$ cat config.mk
export PLATFORM = sky130hd
export DESIGN_NAME = axi_rd_arbiter
export DESIGN_NICKNAME = d
export VERILOG_FILES = /design/src/rtl/axi_arb_pkg.sv /design/src/rtl/axi_rd_arbiter_rr_pick2.sv /design/src/rtl/axi_rd_arbiter.sv
export SDC_FILE = /design/constraint.sdc
export NUM_CORES = 1
export LEC_CHECK = 0
export ABC_CLOCK_PERIOD_IN_PS = 1500
export CAP_MARGIN = 10
export CORE_AREA = 2 2 141 143
export CTS_BUF_LIST = sky130_fd_sc_hd__clkbuf_4
export DETAILED_ROUTE_END_ITERATION = 10
export DIE_AREA = 0 0 143 145
export PLACE_DENSITY = 0.58
export SLEW_MARGIN = 5
export SYNTH_ARGS = -nofsm -noshare
export SYNTH_HDL_FRONTEND = slang
export SYNTH_SLANG_ARGS = --single-unit
$ cat constraint.sdc
create_clock -name clk -period 1.5 [get_ports clk]
set_input_delay 0.3 -clock clk [delete_from_list [all_inputs] [get_ports clk]]
set_output_delay 0.3 -clock clk [all_outputs]
set_load 0.005 [all_outputs]
$ cat src/rtl/axi_arb_pkg.sv
// Shared types and constants for the two-requester AXI read arbiter.
// Holds the FSM state encoding, requester indices and fixed AXI burst attributes.
package axi_arb_pkg;

  typedef enum logic [1:0] {
    IDLE,
    ADDR,
    DATA
  } arb_state_t;

  localparam logic REQ_ICACHE = 1'b0;
  localparam logic REQ_DCACHE = 1'b1;

  localparam logic [1:0] AXI_BURST_WRAP = 2'b10;

  function automatic logic [2:0] axi_size(input int data_w);
    return 3'($clog2(data_w / 8));
  endfunction

endpackage

$ cat src/rtl/axi_rd_arbiter_rr_pick2.sv
// Combinational 2-way round-robin picker: a lone requester wins, a tie goes to the
// requester that did not win last time. Zero latency, no backpressure of its own.
module rr_pick2 (
  input  logic [1:0] req,
  input  logic       last,
  output logic       any,
  output logic       winner
);

  always_comb begin
    any    = |req;
    winner = (req == 2'b11) ? ~last : req[1];
  end

endmodule

$ cat src/rtl/axi_rd_arbiter.sv
// Round-robin AXI read arbiter for icache/dcache; one grant holds AR plus all R beats to rlast.
// Latency: 1 cycle to grant, AR and R paths combinational passthrough; stalls follow the granted side.
module axi_rd_arbiter
  import axi_arb_pkg::*;
#(
  parameter int ADDR_W = 64,
  parameter int DATA_W = 64
) (
  input  logic                   clk,
  input  logic                   reset,
  input  logic [1:0]             s_arvalid,
  output logic [1:0]             s_arready,
  input  logic [1:0][ADDR_W-1:0] s_araddr,
  input  logic [1:0][7:0]        s_arlen,
  output logic [1:0]             s_rvalid,
  input  logic [1:0]             s_rready,
  output logic [DATA_W-1:0]      s_rdata,
  output logic                   s_rlast,
  output logic                   m_axi_arvalid,
  input  logic                   m_axi_arready,
  output logic [ADDR_W-1:0]      m_axi_araddr,
  output logic [7:0]             m_axi_arlen,
  output logic [2:0]             m_axi_arsize,
  output logic [1:0]             m_axi_arburst,
  input  logic                   m_axi_rvalid,
  output logic                   m_axi_rready,
  input  logic [DATA_W-1:0]      m_axi_rdata,
  input  logic                   m_axi_rlast,
  output logic                   grant_idx,
  output logic                   len_err
);

  localparam logic [2:0] AR_SIZE = axi_size(DATA_W);

  arb_state_t state_q, state_d;
  logic       grant_q;
  logic       last_grant_q;
  logic [7:0] lat_len_q;
  logic [7:0] beat_cnt_q;
  logic       len_err_q;
  logic       pick_any;
  logic       pick_win;
  logic       r_hs;

  rr_pick2 u_pick (
    .req    (s_arvalid),
    .last   (last_grant_q),
    .any    (pick_any),
    .winner (pick_win)
  );

  assign r_hs = (state_q == DATA) && m_axi_rvalid && s_rready[grant_q];

  always_ff @(posedge clk or negedge reset) begin
    if (!reset) begin
      state_q <= IDLE;
    end else begin
      state_q <= state_d;
    end
  end

  always_comb begin
    state_d       = state_q;
    s_arready     = 2'b00;
    s_rvalid      = 2'b00;
    s_rdata       = '0;
    s_rlast       = 1'b0;
    m_axi_arvalid = 1'b0;
    m_axi_araddr  = '0;
    m_axi_arlen   = '0;
    m_axi_rready  = 1'b0;
    case (state_q)
      IDLE: begin
        if (pick_any) state_d = ADDR;
      end
      ADDR: begin
        m_axi_arvalid      = s_arvalid[grant_q];
        m_axi_araddr       = s_araddr[grant_q];
        m_axi_arlen        = s_arlen[grant_q];
        s_arready[grant_q] = m_axi_arready;
        if (s_arvalid[grant_q] && m_axi_arready) state_d = DATA;
      end
      DATA: begin
        s_rvalid[grant_q] = m_axi_rvalid;
        m_axi_rready      = s_rready[grant_q];
        s_rdata           = m_axi_rdata;
        s_rlast           = m_axi_rlast;
        if (r_hs && m_axi_rlast) state_d = IDLE;
      end
      default: state_d = IDLE;
    endcase
  end

  // Length checking only reports; the burst always ends on the downstream rlast.
  always_ff @(posedge clk or negedge reset) begin
    if (!reset) begin
      grant_q      <= REQ_ICACHE;
      last_grant_q <= REQ_DCACHE;
      lat_len_q    <= '0;
      beat_cnt_q   <= '0;
      len_err_q    <= 1'b0;
    end else begin
      len_err_q <= 1'b0;
      if (state_q == IDLE && pick_any) begin
        grant_q    <= pick_win;
        lat_len_q  <= s_arlen[pick_win];
        beat_cnt_q <= '0;
      end
      if (r_hs) begin
        beat_cnt_q <= beat_cnt_q + 8'd1;
        len_err_q  <= m_axi_rlast ? (beat_cnt_q != lat_len_q) : (beat_cnt_q == lat_len_q);
        if (m_axi_rlast) last_grant_q <= grant_q;
      end
    end
  end

  assign m_axi_arsize  = AR_SIZE;
  assign m_axi_arburst = AXI_BURST_WRAP;
  assign grant_idx     = grant_q;
  assign len_err       = len_err_q;

endmodule

==> flow_metrics.env, run 1 <==
export IMPL_max_clock_freq_mhz=478.4
export IMPL_yosys_top_cells_count="mux2i_1, nor2_1, and2_1, dfrtp_1"
export IMPL_dpl_hpwl_microns=12420
export IMPL_fin_setup_tns_ns=-58.74
export IMPL_critPathCaptureType="output pin"
export IMPL_die_area_sq_mm=0.02074
export IMPL_fin_crit_sh=1.394
export IMPL_die_h_microns=145
export IMPL_ys_seq_elements=21
export IMPL_status="finished, violations left"
export IMPL_cts_max_path_buffers=2
export IMPL_slowest_stage="dfrtp_4"
export IMPL_syn_area_per_cell_sq_um=7.542
export IMPL_synth_edf_count=0
export IMPL_numCtsBuffers=3
export IMPL_fin_util=0.4320
export IMPL_p_per_area_mw_per_mm2=1563
export IMPL_setup_violations=155
export IMPL_path_max_fanout=3
export IMPL_yosysMostFrequentCell="mux2i_1"
export IMPL_cts_sinks=21
export IMPL_vias=4275
export IMPL_syn_cell_area_sq_mm=0.002693
export IMPL_portBuffers=361
export IMPL_p_leak_nw=3.938
export IMPL_synth_top_area_share=0.3123
export IMPL_std_cell_rows=51
export IMPL_hold_class="in2async"
export IMPL_synth_cell_types=31
export IMPL_path_buf_inv=4
export IMPL_pwr_share_comb=0.907
export IMPL_clockRootBuffer="clkbuf_4"
export IMPL_max_stage_delay_ns=0.52
export IMPL_ys_seq_area_frac=0.1956
export IMPL_antenna_found_initial=3
export IMPL_fin_worst_skew_ns=0.005261
export IMPL_layout_nets=1042
export IMPL_start_kind="flop"
export IMPL_cp_arrival_ns=1.79
export IMPL_core_sq_mm=0.01921
export IMPL_swShare=0.3669
export IMPL_hold_viol_final=0
export IMPL_place_gp_congestion=0.7622
export IMPL_grt_usage=0.1569
export IMPL_initial_core_util=0.1402
export IMPL_grt_ovfl_total=0
export IMPL_grt_pass1_wl_microns=25130
export IMPL_clk_pin_slew_ns=0.12
export IMPL_htreeDepth=1
export IMPL_drive_gt1_frac=0.4642
export IMPL_synth_area_leaders="mux2i_1, dfrtp_1, and2_1, nor2_1, xnor2_1"
export IMPL_grt_use_met2=0.3007
export IMPL_synthCells=357
export IMPL_grtUsageMet3=0.03003
export IMPL_ant_nets=0
export IMPL_grt_pass1_vias=4368
export IMPL_violations="negative setup slack"
export IMPL_async_flop_share=1.000
export IMPL_io_pins=367
export IMPL_cts_tree="built"
export IMPL_drcViolationCount=0
export IMPL_die_w_microns=143
export IMPL_grt_setup_unrepaired="true"
export IMPL_r2r_slack_ns=-0.54
export IMPL_syn_to_final_growth_pct=208.1
export IMPL_critical_path_class="reg2out"
export IMPL_num_fill_cells=1899
export IMPL_ys_flop_type="dfrtp_1"
export IMPL_cp_cell_sequence="buf_12 -> buf_12 -> buf_12 -> mux2_4 -> and2_4 -> buf_6"
export IMPL_drt_total_wl_microns=17990
export IMPL_finalMaxSlewViolations=0
export IMPL_dr_pass1_iters=4
export IMPL_insertion_delay_ns=0.31
export IMPL_p_sw_w=0.004759
export IMPL_vdd_drop_max_v=0.0008351
export IMPL_wl_per_cell_microns=16.49
export IMPL_max_cap_violations=0
export IMPL_cellInternalPower_w=0.008212
export IMPL_crit_top_cell="buf_12"
export IMPL_power_frac_seq=0.071
export IMPL_drt_iter0_drc=63
export IMPL_layout_setup_ws_ns=-0.5904
export IMPL_via_per_inst=3.918
export IMPL_crit_family="flip-flops"
export IMPL_clkPwrFrac=0.021
export IMPL_period_minus_slack_ns=2.090
export IMPL_synth_warnings=0
export IMPL_critPathRequiredTime_ns=1.20
export IMPL_yosys_area_top_type="mux2i_1"
export IMPL_use_met1=0.1774
export IMPL_cts_hold_buffers=0
export IMPL_grt_max_degree=28
export IMPL_grt_busiest_layer="met2"
-- cells by family after synthesis --
logic type                 count (synthesis)  synth area share
adders and majority gates                  1          0.004646
other                                      2          0.002789
and+or+nand+nor                          186            0.3453
xor gates and xnor gates                   9           0.02928
AOI/OAI and AO/OA                         17           0.03578
muxes                                     87            0.3262
buffers and inverters                     34           0.06041
DFF                                       21            0.1956
-- per-stage QoR --
step | total power [W] | instance area (sq um) | setup slack [ns] | hold slack, ns | cells
after floorplan | 0.003913 | 2723 | -0.06669 | 0.004409 | 360
after global placement | 0.008154 | 6903 | -0.5255 | 0.4856 | 993
after detailed placement | 0.008120 | 6903 | -0.5185 | 0.4952 | 993
after CTS | 0.01179 | 7833 | -0.6252 | 0.3272 | 1075
after global routing | 0.01383 | 8297 | -0.6488 | 0.3218 | 1091
final | 0.01297 | 8297 | -0.5904 | 0.3228 | 1091
-- worst register-to-register path, stage by stage (launching register included) --
cell and delay [ns]:
dfrtp_4 0.52, buf_12 0.14, buf_12 0.13, buf_12 0.13, mux2_4 0.32, buf_6 0.13, and3_4 0.18, buf_12 0.14
nand4_1 0.12, mux2i_1 0.18
-- power groups by stage --
stage,Clock (W),Combinational (W),Sequential [W]
final,0.000278,0.0118,0.000923
after global routing,0.000321,0.0126,0.000946
after CTS,0.000295,0.0106,0.000911
after detailed placement,0,0.00712,0.00100
after global placement,0,0.00716,0.000996
after floorplan,0,0.00305,0.000866
-- layout by cell type (no fill, tap or decap), types with 9 or more instances in the layout --
cell,instances
and2_1,28
and2_4,39
buf_12,24
buf_16,12
buf_2,87
buf_4,38
buf_6,83
buf_8,14
clkbuf_2,15
clkdlybuf4s50_1,216
dfrtp_1,18
mux2i_1,72
nand2_1,15
nor2_1,50
nor2_2,19
xnor2_1,9
-- registers in the layout, summed over array words and instances, names as in the netlist --
name          count
last_grant_q      1
grant_idx         1
state_q           2
beat_cnt_q        8
lat_len_q         8
len_err           1
-- area by class of cell --
class | count | area (sq um) | share of cell area
Multi-Input combinational cell | 305 | 2411 | 0.2906
Tap cell | 265 | 331.6 | 0.03996
Timing Repair Buffer | 493 | 4987 | 0.6011
Clock buffer | 3 | 22.52 | 0.002715
Antenna cell | 3 | 7.507 | 0.0009048
Sequential cell | 21 | 531.8 | 0.06409
Clock inverter | 1 | 5.005 | 0.0006032
-- per-layer routing --
layer  routed length, microns  vias up  part of all wire
li1                         -     2113                 -
met1                     6890     1929              0.38
met2                     9627      227              0.54
met3                     1372        6             0.076
met4                       99        0            0.0055
met5                        0        -                 0
-- final timing paths --
check / depth (start not counted) / from / endpoint
max in group asynchronous: 2 / reset / last_grant_q
worst max-delay path: 6 / grant_idx / m_axi_rready
worst min register to register: 1 / beat_cnt_q[7] / beat_cnt_q[7]
min in group clk: 1 / beat_cnt_q[7] / beat_cnt_q[7]
worst max register to register: 9 / grant_idx / beat_cnt_q[6]
worst min-delay path: 2 / reset / lat_len_q[1]
-- what timing repair did --
action	in CTS	in global routing
pin swaps	35	43
setup endpoints to repair	154	160
setup buffers	64	23
resized for setup	542	258
cloned	16	3
Power figures use the tool's default switching activity.
==> run 2: changes to the inputs <==
--- a/config.mk
+++ b/config.mk
@@ -13,3 +13,3 @@
 export DIE_AREA = 0 0 143 145
-export PLACE_DENSITY = 0.58
+export PLACE_DENSITY_LB_ADDON = 0.12
 export SLEW_MARGIN = 5
==> constraint.sdc (replaced) <==
create_clock -name clk -period 1.5 [get_ports clk]
set_input_delay 0.225 -clock clk [delete_from_list [all_inputs] [get_ports clk]]
set_output_delay 0.225 -clock clk [all_outputs]
set_load 0.005 [all_outputs]
==> flow_metrics.env, run 2 (synthesis gave the netlist of run 1 again) <==
export IMPL_status="finished, violations left"
export IMPL_violations="negative setup slack"
export IMPL_io_pins=367
export IMPL_total_power_w=0.01116
export IMPL_std_cell_rows=51
export IMPL_vdd_drop_max_v=0.0006610
export IMPL_max_clock_freq_mhz=529.1
export IMPL_dr_pass1_iters=4
export IMPL_clockRootBuffer="clkbuf_4"
export IMPL_critical_path_class="reg2out"
export IMPL_grt_max_degree=54
export IMPL_hold_viol_final=0
export IMPL_max_cap_violations=0
export IMPL_drcViolationCount=0
export IMPL_grt_ovfl_total=0
export IMPL_final_common_cell="clkdlybuf4s50_1"
export IMPL_dp_slack_ns=-0.3175
export IMPL_grt_busiest_layer="met2"
export IMPL_grt_usage=0.1400
export IMPL_p_per_area_mw_per_mm2=1412
export IMPL_hold_class="in2async"
export IMPL_slowest_stage="dfrtp_4"
export IMPL_htreeDepth=1
export IMPL_grt_pass1_wl_microns=22770
export IMPL_via_per_inst=4.004
export IMPL_placed_area_sq_mm=0.006869
export IMPL_period_minus_slack_ns=1.890
export IMPL_die_h_microns=145
export IMPL_die_w_microns=143
export IMPL_place_gp_congestion=0.8476
export IMPL_drt_iter0_drc=54
export IMPL_drt_total_wl_microns=17910
export IMPL_fin_util=0.4114
export IMPL_wl_per_cell_microns=17.08
export IMPL_cp_cell_sequence="buf_8 -> buf_6 -> buf_6 -> mux2i_2 -> nor2_1 -> buf_2"
export IMPL_crit_top_cell="buf_6"
export IMPL_cts_sinks=21
export IMPL_core_sq_mm=0.01921
export IMPL_fin_worst_skew_ns=0.009727
export IMPL_portBuffers=361
export IMPL_critPathRequiredTime_ns=1.27
export IMPL_syn_to_final_growth_pct=193.5
export IMPL_layout_common_cells="clkdlybuf4s50_1, buf_6, mux2i_1"
export IMPL_top_regs="beat_cnt_q: 8 flops, lat_len_q: 8 flops, state_q: 2 flops"
export IMPL_grtUsageMet3=0.03828
export IMPL_max_stage_delay_ns=0.59
export IMPL_drive_gt1_frac=0.4521
export IMPL_initial_core_util=0.1402
export IMPL_insertion_delay_ns=0.30
export IMPL_layout_setup_ws_ns=-0.3899
export IMPL_fin_crit_sh=1.260
export IMPL_finalMaxSlewViolations=0
export IMPL_antenna_found_initial=1
export IMPL_cts_tree="built"
export IMPL_layout_nets=1002
export IMPL_cts_max_path_buffers=2
export IMPL_setup_violations=154
export IMPL_vias=4200
export IMPL_grt_pass1_vias=4089
export IMPL_start_kind="flop"
export IMPL_critPathCaptureType="output pin"
export IMPL_numCtsBuffers=3
export IMPL_dpl_hpwl_microns=12840
export IMPL_use_met1=0.1401
export IMPL_die_area_sq_mm=0.02074
export IMPL_grt_use_met2=0.2833
export IMPL_cp_arrival_ns=1.66
export IMPL_clk_pin_slew_ns=0.12
export IMPL_ant_nets=0
export IMPL_grt_setup_unrepaired="true"
export IMPL_stdcell_area_sq_mm=0.007903
export IMPL_r2r_cells=6
export IMPL_path_max_fanout=7
export IMPL_p_leak_nw=3.711
[run 2: final cells by class]
class | count | area, sq um
antenna | 1 | 2.502
clock buffer | 4 | 30.03
fill | 1935 | 11300
multi-input combinational | 305 | 2405
sequential | 21 | 533.0
tap | 265 | 331.6
timing repair buffer | 453 | 4601
[run 2: where the power goes]
group	switching, W	leakage (nW)	total (W)	internal (W)
combinational	0.00394	3.42	0.00989	0.00595
clock	0.000171	0.0184	0.000292	0.000121
sequential	0.000212	0.267	0.000975	0.000763
total	0.00432	3.71	0.0112	0.00684
[run 2: final timing paths]
| check | startpoint | to | slack (ns) |
|---|---|---|---|
| worst max-delay path | grant_idx | m_axi_araddr[58] | -0.39 |
| worst min-delay path | reset | lat_len_q[0] | 0.27 |
| worst max register to register | grant_idx | last_grant_q | -0.30 |
| worst min register to register | beat_cnt_q[7] | beat_cnt_q[7] | 0.51 |
| max in group asynchronous | reset | last_grant_q | 0.95 |
| min in group clk | beat_cnt_q[7] | beat_cnt_q[7] | 0.51 |
[run 2: stage by stage]
stage,cells,setup TNS (ns),hold WS [ns]
3_5_place_dp,989,-30.35,0.4899
5_1_grt,1049,-48.10,0.2821
6_report,1049,-37.66,0.2723
2_1_floorplan,360,-0.01829,-0.07059
3_3_place_gp,989,-28.75,0.4877
4_1_cts,1002,-60.24,0.2817
[run 2: what timing repair did]
action / 4_1_cts / 5_1_grt
resized for setup: 202 / 500
pin swaps: 4 / 86
cloned: 2 / 15
hold endpoints to repair: 0 / 0
endpoints found under the setup margin: 154 / 161
hold buffers: 0 / 0
buffers inserted: 7 / 33
[run 2: worst max-delay path: cells and delay by family (launching register included)]
family / cells / cell delay (ns)
muxes: 1 / 0.18
and+or+nand+nor: 1 / 0.05
DFF: 1 / 0.59
buffers and inverters: 4 / 0.53
[run 2: layer usage]
| layer | vias up | routed length [microns] |
|---|---|---|
| met4 | 0 | 240 |
| li1 | 2031 | - |
| met1 | 1928 | 6041 |
| met3 | 12 | 1589 |
| met2 | 229 | 10040 |
| met5 | - | 0 |
==> RTL edit, RTL diff (settings of run 2) <==
Encoding of `arb_state_t`: now one-hot (3 bits for 3 states).
--- a/src/rtl/axi_arb_pkg.sv
+++ b/src/rtl/axi_arb_pkg.sv
@@ -2,10 +2,10 @@
 // Holds the FSM state encoding, requester indices and fixed AXI burst attributes.
 package axi_arb_pkg;
 
-  typedef enum logic [1:0] {
-    IDLE,
-    ADDR,
-    DATA
+  typedef enum logic [2:0] {
+    IDLE = 3'b001,
+    ADDR = 3'b010,
+    DATA = 3'b100
   } arb_state_t;
 
   localparam logic REQ_ICACHE = 1'b0;
Function: same outputs for any inputs over 10 cycles, from zero or initial values and one cycle with reset low; not proved beyond that.
==> RTL edit against run 2 <==
Synthesized cell count rose by 3.1%; sequential cell count rose by 1; design area rose by 8.0%; worst setup slack got worse by 0.21 ns; the run still ends with setup timing left; total power fell by 23%; wire length rose by 15%; clock skew rose by 0.0013 ns; synthesized area rose by 3.8%; fmax fell by 9.8%; critical path depth did not move; cell count rose by 3.1%; combinational power fell by 26%.
==> RTL edit: results (changes against run 2) <==
status=finished with violations; failing checks=setup timing; clock slew at reported path FFs=0.14 ns (+0.02 ns); ClkCell Share=0.00308 (-0.000721); worst hold slack=0.244 ns (-0.0281 ns); final setup fails=164 (+6.5%); layout cells sized above 1=0.515 (+0.0632); clk_buf instances=3 (-1); routability congestion estimate=0.882 (+4.1%); post-layout worst setup margin=-0.595 ns (-0.205 ns); mux contribution to synthesized area=0.309 (-0.0169); fin util=0.444 (+0.0329); setup slack, reg-to-reg=-0.56 ns (-0.26 ns); Mean Syn Cell Area=7.60 µm² (+0.71%); Compound-Gate Fraction of Synth Area=0.0528 (+0.0170); post-place instance area=0.00720 mm² (+4.8%); pre-CTS setup slack=-0.475 ns (-0.157 ns); DR WL met2=11.1 mm (+10%); Post-DP HPWL=15.2 mm (+19%); vias in the first global route=4112 (+0.56%); fill count=1856 (-4.1%); Synth cell types=41 (+32%); non-clk buf share=0.562 (-0.0201); multi-input gate count=314 (+3.0%); Worst Reg2Reg Path Length in Cells=10 (+4); leading registers by flop count=beat_cnt_q x8, lat_len_q x8, state_q x3; register area share after synthesis=0.198 (+0.00222); fraction of area in multi-input gates=0.330 (+0.0260); top post-synthesis cells by count=83 x mux2i_1, 76 x nor2_1, 66 x and2_1
-- RTL edit: metrics by stage --
stage | power (W) | setup TNS [ns]
after floorplan | 0.00333 | -0.00905
after global placement | 0.00604 | -61.42
after detailed placement | 0.00606 | -61.24
after CTS | 0.00656 | -88.61
after global routing | 0.00907 | -82.49
final | 0.00858 | -71.44
-- RTL edit: cell families (layout without fill, tap and decap cells) --
logic type | after synthesis | after routing
other | 2 | 5
XOR/XNOR | 8 | 8
buffers and inverters | 35 | 481
flip-flops | 22 | 22
multiplexers | 86 | 86
AND/OR/NAND/NOR | 191 | 191
AO/OA/AOI/OAI | 23 | 23
adder cells (fa/ha/maj) | 1 | 1
-- RTL edit: worst paths after layout --
check | endpoint
setup / recovery | m_axi_araddr[10]
hold / removal | grant_idx
setup reg to reg | beat_cnt_q[4]
hold reg to reg | beat_cnt_q[7]
max in group asynchronous | last_grant_q
min in group clk | beat_cnt_q[7]
-- RTL edit: report_power, final --
group	internal [W]	switching (W)	total [W]	leakage, nW
Combinational	0.00418	0.00314	0.00733	3.52
Sequential	0.000777	0.000183	0.000959	0.282
Clock	0.0000973	0.000194	0.000291	0.0154
Total	0.00506	0.00352	0.00858	3.82
-- RTL edit: repair_timing --
action                     in CTS  in global routing
cloned                          5                 13
setup endpoints to repair     165                166
setup buffers                  16                 36
gates resized for setup       269                558
pin swaps                       4                133
-- RTL edit: critical path, stage by stage (launching register included) --
cell       delay, ns
dfrtp_1         0.43
or3b_4          0.50
clkbuf_16       0.19
buf_8           0.13
buf_6           0.11
nor2_4          0.06
buf_2           0.11
-- RTL edit: routing by layer --
| metal | vias to the layer above | global-route usage |
|---|---|---|
| met3 | 16 | 0.0558 |
| met2 | 217 | 0.317 |
| met1 | 2040 | 0.173 |
| li1 | 2128 | - |
| met4 | 2 | 0.0317 |
| met5 | - | 0 |
